`src/rtl/stopwatch_if.sv`:
```
// stopwatch_if: button levels in, display values and status pulses out of the stopwatch timebase
//   master: drives start_stop, clear (and lap when STOPWATCH_LAP_EN is defined); reads outputs
//   slave : the timebase; reads buttons, drives seconds[5:0], minutes[5:0], running, sec_tick, rollover
interface stopwatch_if;
  logic start_stop;
  logic clear;
`ifdef STOPWATCH_LAP_EN
  logic lap;
`endif
  logic [5:0] seconds;
  logic [5:0] minutes;
  logic running;
  logic sec_tick;
  logic rollover;
`ifdef STOPWATCH_LAP_EN
  modport master(output start_stop, clear, lap, input seconds, minutes, running, sec_tick, rollover);
  modport slave(input start_stop, clear, lap, output seconds, minutes, running, sec_tick, rollover);
`else
  modport master(output start_stop, clear, input seconds, minutes, running, sec_tick, rollover);
  modport slave(input start_stop, clear, output seconds, minutes, running, sec_tick, rollover);
`endif
endinterface

```
`src/rtl/stopwatch_timebase.sv`:
```
// stopwatch_timebase: 1 Hz prescaler plus minutes:seconds counters under an IDLE/RUN/PAUSE FSM
//   clk, rst (async, active-high); sw (stopwatch_if.slave): start_stop, clear, [lap] in;
//   seconds, minutes, running, sec_tick, rollover out (all from flops).
//   Macro STOPWATCH_LAP_EN adds the lap button and a held snapshot of the display values.
module stopwatch_timebase #(
  parameter int TICKS_PER_SEC = 100_000_000,
  parameter int MAX_MIN = 59
) (
  input logic clk,
  input logic rst,
  stopwatch_if.slave sw
);
  localparam int PW = $clog2(TICKS_PER_SEC);
  typedef enum logic [1:0] {IDLE, RUN, PAUSE} state_t;
  state_t state;
  logic [PW-1:0] pre;
  logic [5:0] sec_cnt, min_cnt;
  logic [1:0] ss_sync, cl_sync;
  logic ss_prev, cl_prev;
  logic run_q, tick_q, roll_q;
  logic ss_edge, cl_edge, term;
  assign ss_edge = ss_sync[1] & ~ss_prev;
  assign cl_edge = cl_sync[1] & ~cl_prev;
  assign term = (state == RUN) && (pre == PW'(TICKS_PER_SEC - 1));
  always_ff @(posedge clk or posedge rst)
    if (rst) begin
      ss_sync <= '0;
      cl_sync <= '0;
      ss_prev <= 1'b0;
      cl_prev <= 1'b0;
      state <= IDLE;
      pre <= '0;
      sec_cnt <= '0;
      min_cnt <= '0;
      run_q <= 1'b0;
      tick_q <= 1'b0;
      roll_q <= 1'b0;
    end else begin
      ss_sync <= {ss_sync[0], sw.start_stop};
      cl_sync <= {cl_sync[0], sw.clear};
      ss_prev <= ss_sync[1];
      cl_prev <= cl_sync[1];
      if (cl_edge) begin
        state <= IDLE;
        pre <= '0;
        sec_cnt <= '0;
        min_cnt <= '0;
        run_q <= 1'b0;
        tick_q <= 1'b0;
        roll_q <= 1'b0;
      end else begin
        // a start_stop edge on the terminal count still lets that tick land
        state <= ss_edge ? (state == RUN ? PAUSE : RUN) : state;
        run_q <= ss_edge ? (state != RUN) : (state == RUN);
        tick_q <= term;
        roll_q <= term && sec_cnt == 6'd59 && min_cnt == 6'(MAX_MIN);
        if (state == RUN) pre <= term ? '0 : pre + 1'b1;
        if (term) begin
          sec_cnt <= sec_cnt == 6'd59 ? 6'd0 : sec_cnt + 6'd1;
          if (sec_cnt == 6'd59) min_cnt <= min_cnt == 6'(MAX_MIN) ? 6'd0 : min_cnt + 6'd1;
        end
      end
    end
`ifdef STOPWATCH_LAP_EN
  logic [1:0] lap_sync;
  logic lap_prev, hold;
  logic [5:0] snap_sec, snap_min;
  logic lap_edge;
  assign lap_edge = lap_sync[1] & ~lap_prev;
  always_ff @(posedge clk or posedge rst)
    if (rst) begin
      lap_sync <= '0;
      lap_prev <= 1'b0;
      hold <= 1'b0;
      snap_sec <= '0;
      snap_min <= '0;
    end else begin
      lap_sync <= {lap_sync[0], sw.lap};
      lap_prev <= lap_sync[1];
      if (cl_edge) hold <= 1'b0;
      else if (lap_edge && state != IDLE) begin
        hold <= ~hold;
        snap_sec <= sec_cnt;
        snap_min <= min_cnt;
      end
    end
  assign sw.seconds = hold ? snap_sec : sec_cnt;
  assign sw.minutes = hold ? snap_min : min_cnt;
`else
  assign sw.seconds = sec_cnt;
  assign sw.minutes = min_cnt;
`endif
  assign sw.running = run_q;
  assign sw.sec_tick = tick_q;
  assign sw.rollover = roll_q;
endmodule
```
`src/flat_wrapper.sv`:
```
// flat-port wrapper written by rule: the top's interface ports become plain ports
module stopwatch_timebase_flat 
#(
  parameter int TICKS_PER_SEC = 100_000_000,
  parameter int MAX_MIN = 59
)
  (clk, rst, sw_start_stop, sw_clear, sw_seconds, sw_minutes, sw_running, sw_sec_tick, sw_rollover);
  stopwatch_if sw_i ();
  input logic clk;
  input logic rst;
  input wire logic [$bits(sw_i.start_stop)-1:0] sw_start_stop;
  input wire logic [$bits(sw_i.clear)-1:0] sw_clear;
  output wire logic [$bits(sw_i.seconds)-1:0] sw_seconds;
  output wire logic [$bits(sw_i.minutes)-1:0] sw_minutes;
  output wire logic [$bits(sw_i.running)-1:0] sw_running;
  output wire logic [$bits(sw_i.sec_tick)-1:0] sw_sec_tick;
  output wire logic [$bits(sw_i.rollover)-1:0] sw_rollover;
  assign sw_i.start_stop = sw_start_stop;
  assign sw_i.clear = sw_clear;
  assign sw_seconds = sw_i.seconds;
  assign sw_minutes = sw_i.minutes;
  assign sw_running = sw_i.running;
  assign sw_sec_tick = sw_i.sec_tick;
  assign sw_rollover = sw_i.rollover;
  stopwatch_timebase #(.TICKS_PER_SEC(TICKS_PER_SEC), .MAX_MIN(MAX_MIN)) u_core (.clk(clk), .rst(rst), .sw(sw_i));
endmodule
```
`config.mk`:
```
export PLATFORM = sky130hd
export DESIGN_NAME = stopwatch_timebase_flat
export DESIGN_NICKNAME = d
export VERILOG_FILES = /design/src/rtl/stopwatch_if.sv /design/src/rtl/stopwatch_timebase.sv /design/src/flat_wrapper.sv
export SDC_FILE = /design/constraint.sdc
export NUM_CORES = 1
export LEC_CHECK = 0
export BUFFER_PORTS_ARGS = -buffer_cell sky130_fd_sc_hd__buf_2
export CORE_ASPECT_RATIO = 0.75
export CORE_MARGIN = 2
export CORE_UTILIZATION = 30
export DETAILED_ROUTE_END_ITERATION = 6
export GPL_ROUTABILITY_DRIVEN = 0
export GPL_TIMING_DRIVEN = 1
export PLACE_DENSITY = 0.5
export SLEW_MARGIN = 20
export SYNTH_ARGS = -nofsm -noshare
export SYNTH_HDL_FRONTEND = slang
export SYNTH_SLANG_ARGS = --single-unit
```
`constraint.sdc`:
```
create_clock -name clk -period 1.9 [get_ports clk]
set_input_delay 0 -clock clk [delete_from_list [all_inputs] [get_ports clk]]
set_output_delay 0 -clock clk [all_outputs]
set_load 0.02 [all_outputs]
```
-- After elaboration in Yosys (flattened, before gate mapping)
Index checks and enable logic that the tools add are counted.
W data, S select, Z words.
- add/subtract/negate cells: 3
- equal/unequal tests: 5
- mux-type cells: 17
- bitwise logic cells: 4
- reductions and logical operators: 8
- operators by type and width (kind ; number):
    $mux W27 ; 3
    $mux W6 ; 7
    $add A27 B1 Y27 const B ; 1
    $eq A27 B27 Y1 const B ; 1
    $add A6 B1 Y6 const B ; 2
    $eq A6 B6 Y1 const B ; 2
    $reduce_bool A2 Y1 ; 4
    $mux W2 ; 3
    $mux W1 ; 4
    $logic_and A1 B1 Y1 ; 3
    $and A1 B1 Y1 ; 2
    $eq A2 B1 Y1 const B ; 1
    $ne A2 B1 Y1 const B ; 1
    $not A1 Y1 ; 2
    $reduce_and A2 Y1 ; 1
- flip-flop bits (word level): 50
- bits of input ports: 4
- output and inout port bits: 15
- logic and storage cells: 48

-- Longest topological paths before layout
- word-level depth: 5
- mapped depth: 7
- mapped depth without buffers: 5

-- Worst setup path before layout
OpenSTA, ideal clock, no wires.
- path kind: register -> register
- start point: register u_core.pre[0]
- end point: register u_core.pre[14]
- setup time: 0.130 ns
- arrival: 1.736 ns
- data required time: 1.770 ns
- setup slack: 0.035 ns
- stages on the path, launching flop included: 8
- path buffers: 2
- clock period less this slack: 1.865 ns
- path through: dfrtp_1 -> ha_1 -> nand4bb_1 -> or3_1 -> clkbuf_1 -> o31ai_4 -> buf_6 -> a21oi_1
- longest elaborated chain between the ends: 5
- elaborated cells on any way between the ends: 6
- those cells by class: 1 x add/sub; 1 x eq/ne; 3 x mux; 1 x reduce/logical
- RTL lines (item ; line ; RTL):
    from (decl) ; stopwatch_timebase.sv:16 ; logic [PW-1:0] pre;
    from (signal assigned) ; stopwatch_timebase.sv:57 ; if (state == RUN) pre <= term ? '0 : pre + 1'b1;
    branches (longest 2 deep; another with $add A27 B1 Y27) ; n/a ;
    $mux W27 (*) (2 in series) ; stopwatch_timebase.sv:57 ;
    $mux W27 (*) ; stopwatch_timebase.sv:43 ; if (cl_edge) begin
Mark *: on every way between the ends. The select of a mux whose other input is x is not followed.
A chain may end at the register's enable or synchronous reset.

-- Worst setup path after layout
- start point: register u_core.pre[4]
- end point: register u_core.sec_cnt[1] (netlist: u_core.sw.seconds[1])
- longest elaborated chain between the ends: 3
- RTL lines (item ; line ; RTL):
    $eq A27 B27 Y1 ; stopwatch_timebase.sv:24 ; assign term = (state == RUN) && (pre == PW'(TICKS_PER_SEC - 1));
    $logic_and A1 B1 Y1 ; stopwatch_timebase.sv:24 ;
    $reduce_bool A2 Y1 (no line) ; n/a ;
    to (signal assigned) ; stopwatch_timebase.sv:59 ; sec_cnt <= sec_cnt == 6'd59 ? 6'd0 : sec_cnt + 6'd1;
    to (decl) ; stopwatch_timebase.sv:17 ; logic [5:0] sec_cnt, min_cnt;
No other way between the ends.

==> metrics.yaml <==
critical_path:
  cp_max_fo: 5
  critPathLaunch: "u_core.pre[4]$_DFFE_PP0N_"
  r2r_setup_slack_ns: 0.05
  cp-end-kind: "flop"
  worstPathRequired_ns: 2.10
  worstSetupPathType: "flop to flop"
  rr_endpoint: "u_core.sw.seconds[1]$_DFFE_PP0P_"
  path_cells: "nand3_2 -> or4_4 -> buf_6 -> nor3_4 -> buf_6 -> mux2i_2"
  crit-reg2reg-launch: "u_core.pre[4]$_DFFE_PP0N_"
  cp.arrival_ns: 2.05
  slowest_delay_ns: 0.59
  critPathSlowestCell: "or4_4"
  r2r_cells: 6
  critical_path.most_common_cell: "buf_6"
  cp-endpoint: "u_core.sw.seconds[1]$_DFFE_PP0P_"
  cp-start-kind: "flop"
routing:
  ant_nets: 0
  post_drt_via_cell_ratio: 5.49
  dr.pass1.iters: 4
  drt_iter0_drc: 162
  wl_mm: 7.47
  vias: 2574
  drc: 0
  wl_per_cell_um: 15.9
die:
  die_x_um: 115
  num_io_pins: 19
  die_area_sq_um: 9970
  core-area_sq_um: 8970
  initial_core_util_pct: 30.7
  dieHeight_um: 87.0
  rows: 30
power:
  switching_share_pct: 25.3
  p_per_area_nw_per_um2: 627
  ir_drop_v: 0.000446
  power_mw: 2.29
  combPwrFrac_pct: 11.3
  leakage_nw: 1.53
  p_int_mw: 1.71
  switchingPower_mw: 0.578
  seq_power_share_pct: 49.5
  clkPwrFrac_pct: 39.2
clocking:
  root_buffer: "clkbuf_16"
  numCtsBuffers: 5
  clkTransAtPathRegs_ns: 0.07
  clock_latency_ns: 0.29
  htreeDepth: 2
  cts_max_path_buffers: 2
  cts.sinks: 50
  cts_tree: "yes"
synthesis:
  synthesis.instances: 288
  synth_ff_type: "dfrtp_1"
  synth-seq-area-share_pct: 45.5
  synth_nets: 295
  syn_area_per_cell_sq_um: 9.56
  ys_ff_latch: 50
  yosys.cell_types.count: 45
  syn-cell-area_sq_um: 2750
  synth-async-reset-ratio_pct: 100
  synth-warning-count: 0
  synth_edf_count: 0
place:
  dp_slack_ns: -0.0402
  io_buffers: 18
  hpwl_mm: 5.29
  placed_cell_area_sq_um: 3330
run:
  cap_violations: 0
global_route:
  antenna_found_initial: 0
  grt_usage_pct: 15.7
  grt_max_degree: 27
  grt_pass1_wl_mm: 12.3
  grt_pass1_vias: 2395
  grt_overflow: 0
timing:
  final-hold-violation-count: 0
  setup_tns_ns: 0
  worst_slack_ns: 0.0535
  fin_skew_ns: 0.00828
  tightest_slew_ns: 0.564
  setup_viol: 0
  holdWs_ns: 0.302
  maxSlewViolCount: 0
  fmax_mhz: 542
  period_needed_ns: 1.85
  relSlewSlack_pct: 62.3
  timing.final.crit_share_pct: 97.2
cells_and_area:
  final_common_cell: "dfrtp_1"
  drive_above_1_share_pct: 28.9
  nNetsFinal: 363
  syn_to_final_growth_pct: 32.5
  most-common-layout-cells: "50 x dfrtp_1, 47 x buf_4, 24 x nand2_1, 21 x a21oi_1, 18 x buf_2"
  fin_area_sq_um: 3650
  fillers: 870
  num_antenna_cells: 0
worst_hold_path:
  hp-class: "input port to async pin"
outcome:
  status: "finished, final reports clean"
-- worst min-delay path by stage --
stage | startpoint | endpoint | cells past startpoint | slack, ns
5_1_grt | sw_clear | u_core.cl_sync[0]$_DFF_PP0_ | 2 | 0.34
4_1_cts | rst | u_core.pre[3]$_DFFE_PP0N_ | 3 | 0.33
2_1_floorplan | sw_clear | u_core.cl_sync[0]$_DFF_PP0_ | 0 | 0.03
6_report | rst | u_core.pre[3]$_DFFE_PP0N_ | 3 | 0.30
3_5_place_dp | rst | u_core.ss_sync[1]$_DFF_PP0_ | 2 | 0.1
3_3_place_gp | rst | u_core.ss_sync[1]$_DFF_PP0_ | 2 | 0.09
-- timing repair --
item                                    in CTS  in global routing
buffers inserted                             1                  3
resized for setup                            5                 19
endpoints found under the hold margin       27                  0
hold buffers                                 3                  0
endpoints found under the setup margin      22                 36
pin swaps                                    4                 10
-- stage by stage --
stage / instances / utilization, %
floorplan: 288 / -
global placement: 454 / 37.1
detailed placement: 454 / 37.1
CTS: 466 / 39.3
global route: 469 / 40.6
finish: 469 / 40.6
-- sequential cells by signal (all words and copies together) (netlist names) --
name,count
u_core.sw.minutes,6
u_core.sw.rollover,1
u_core.ss_prev,1
u_core.ss_sync,2
u_core.cl_prev,1
u_core.cl_sync,2
u_core.sw.running,1
u_core.sw.sec_tick,1
u_core.pre,27
u_core.state,2
u_core.sw.seconds,6
-- critical path: cells and delay by family, from the launching register on --
kind / cells / cell delay [ns]
buf+inv: 2 / 0.30
flops: 1 / 0.41
simple gates: 3 / 0.83
mux: 1 / 0.21
-- layer usage --
metal	track usage (%)	part of all wire (%)
met2	21.9	42
met4	3.66	0.88
met3	2.37	3.9
met1	25.0	53
met5	0	0
-- cells in the mapped netlist (7+ instances only) --
| master | number | area (sq um) |
|---|---|---|
| o21ai_0 | 10 | 50.1 |
| nor2_1 | 16 | 60.1 |
| clkbuf_1 | 10 | 37.5 |
| nor4_1 | 9 | 56.3 |
| or3_1 | 9 | 56.3 |
| or4_1 | 15 | 113 |
| and4_1 | 7 | 61.3 |
| dfrtp_1 | 50 | 1250 |
| a21oi_1 | 21 | 105 |
| nand2_1 | 25 | 93.8 |
| o31ai_1 | 13 | 97.6 |
| nand3_1 | 13 | 65.1 |
| nand4_1 | 14 | 87.6 |
-- kinds of logic (layout without fill, tap and decap cells) --
family,count (synthesis),after routing,share of synthesized area [%]
fa+ha+maj,3,3,1.36
compound gates,69,69,17.1
buf+inv,18,87,3.05
simple gates,135,135,28.6
flops,50,50,45.5
mux,6,6,2.18
xor+xnor,7,7,2.23
-- area by class of cell --
type / instances / area, sq um / share of cell area [%]
timing repair buffer: 75 / 578 / 15.9
sequential: 50 / 1250 / 34.3
inverter: 4 / 15.0 / 0.412
clock buffer: 6 / 129 / 3.53
tap: 112 / 140 / 3.84
clock inverter: 2 / 13.8 / 0.377
multi-input combinational: 220 / 1520 / 41.7
-- power by group through the flow --
stage / Combinational, mW / Clock, mW / Sequential, mW
finish: 0.259 / 0.895 / 1.13
global route: 0.291 / 0.952 / 1.14
CTS: 0.246 / 0.903 / 1.12
detailed placement: 0.221 / 0 / 1.14
global placement: 0.220 / 0 / 1.14
floorplan: 0.111 / 0 / 1.15
No activity file was read; power rests on OpenSTA's default activity.
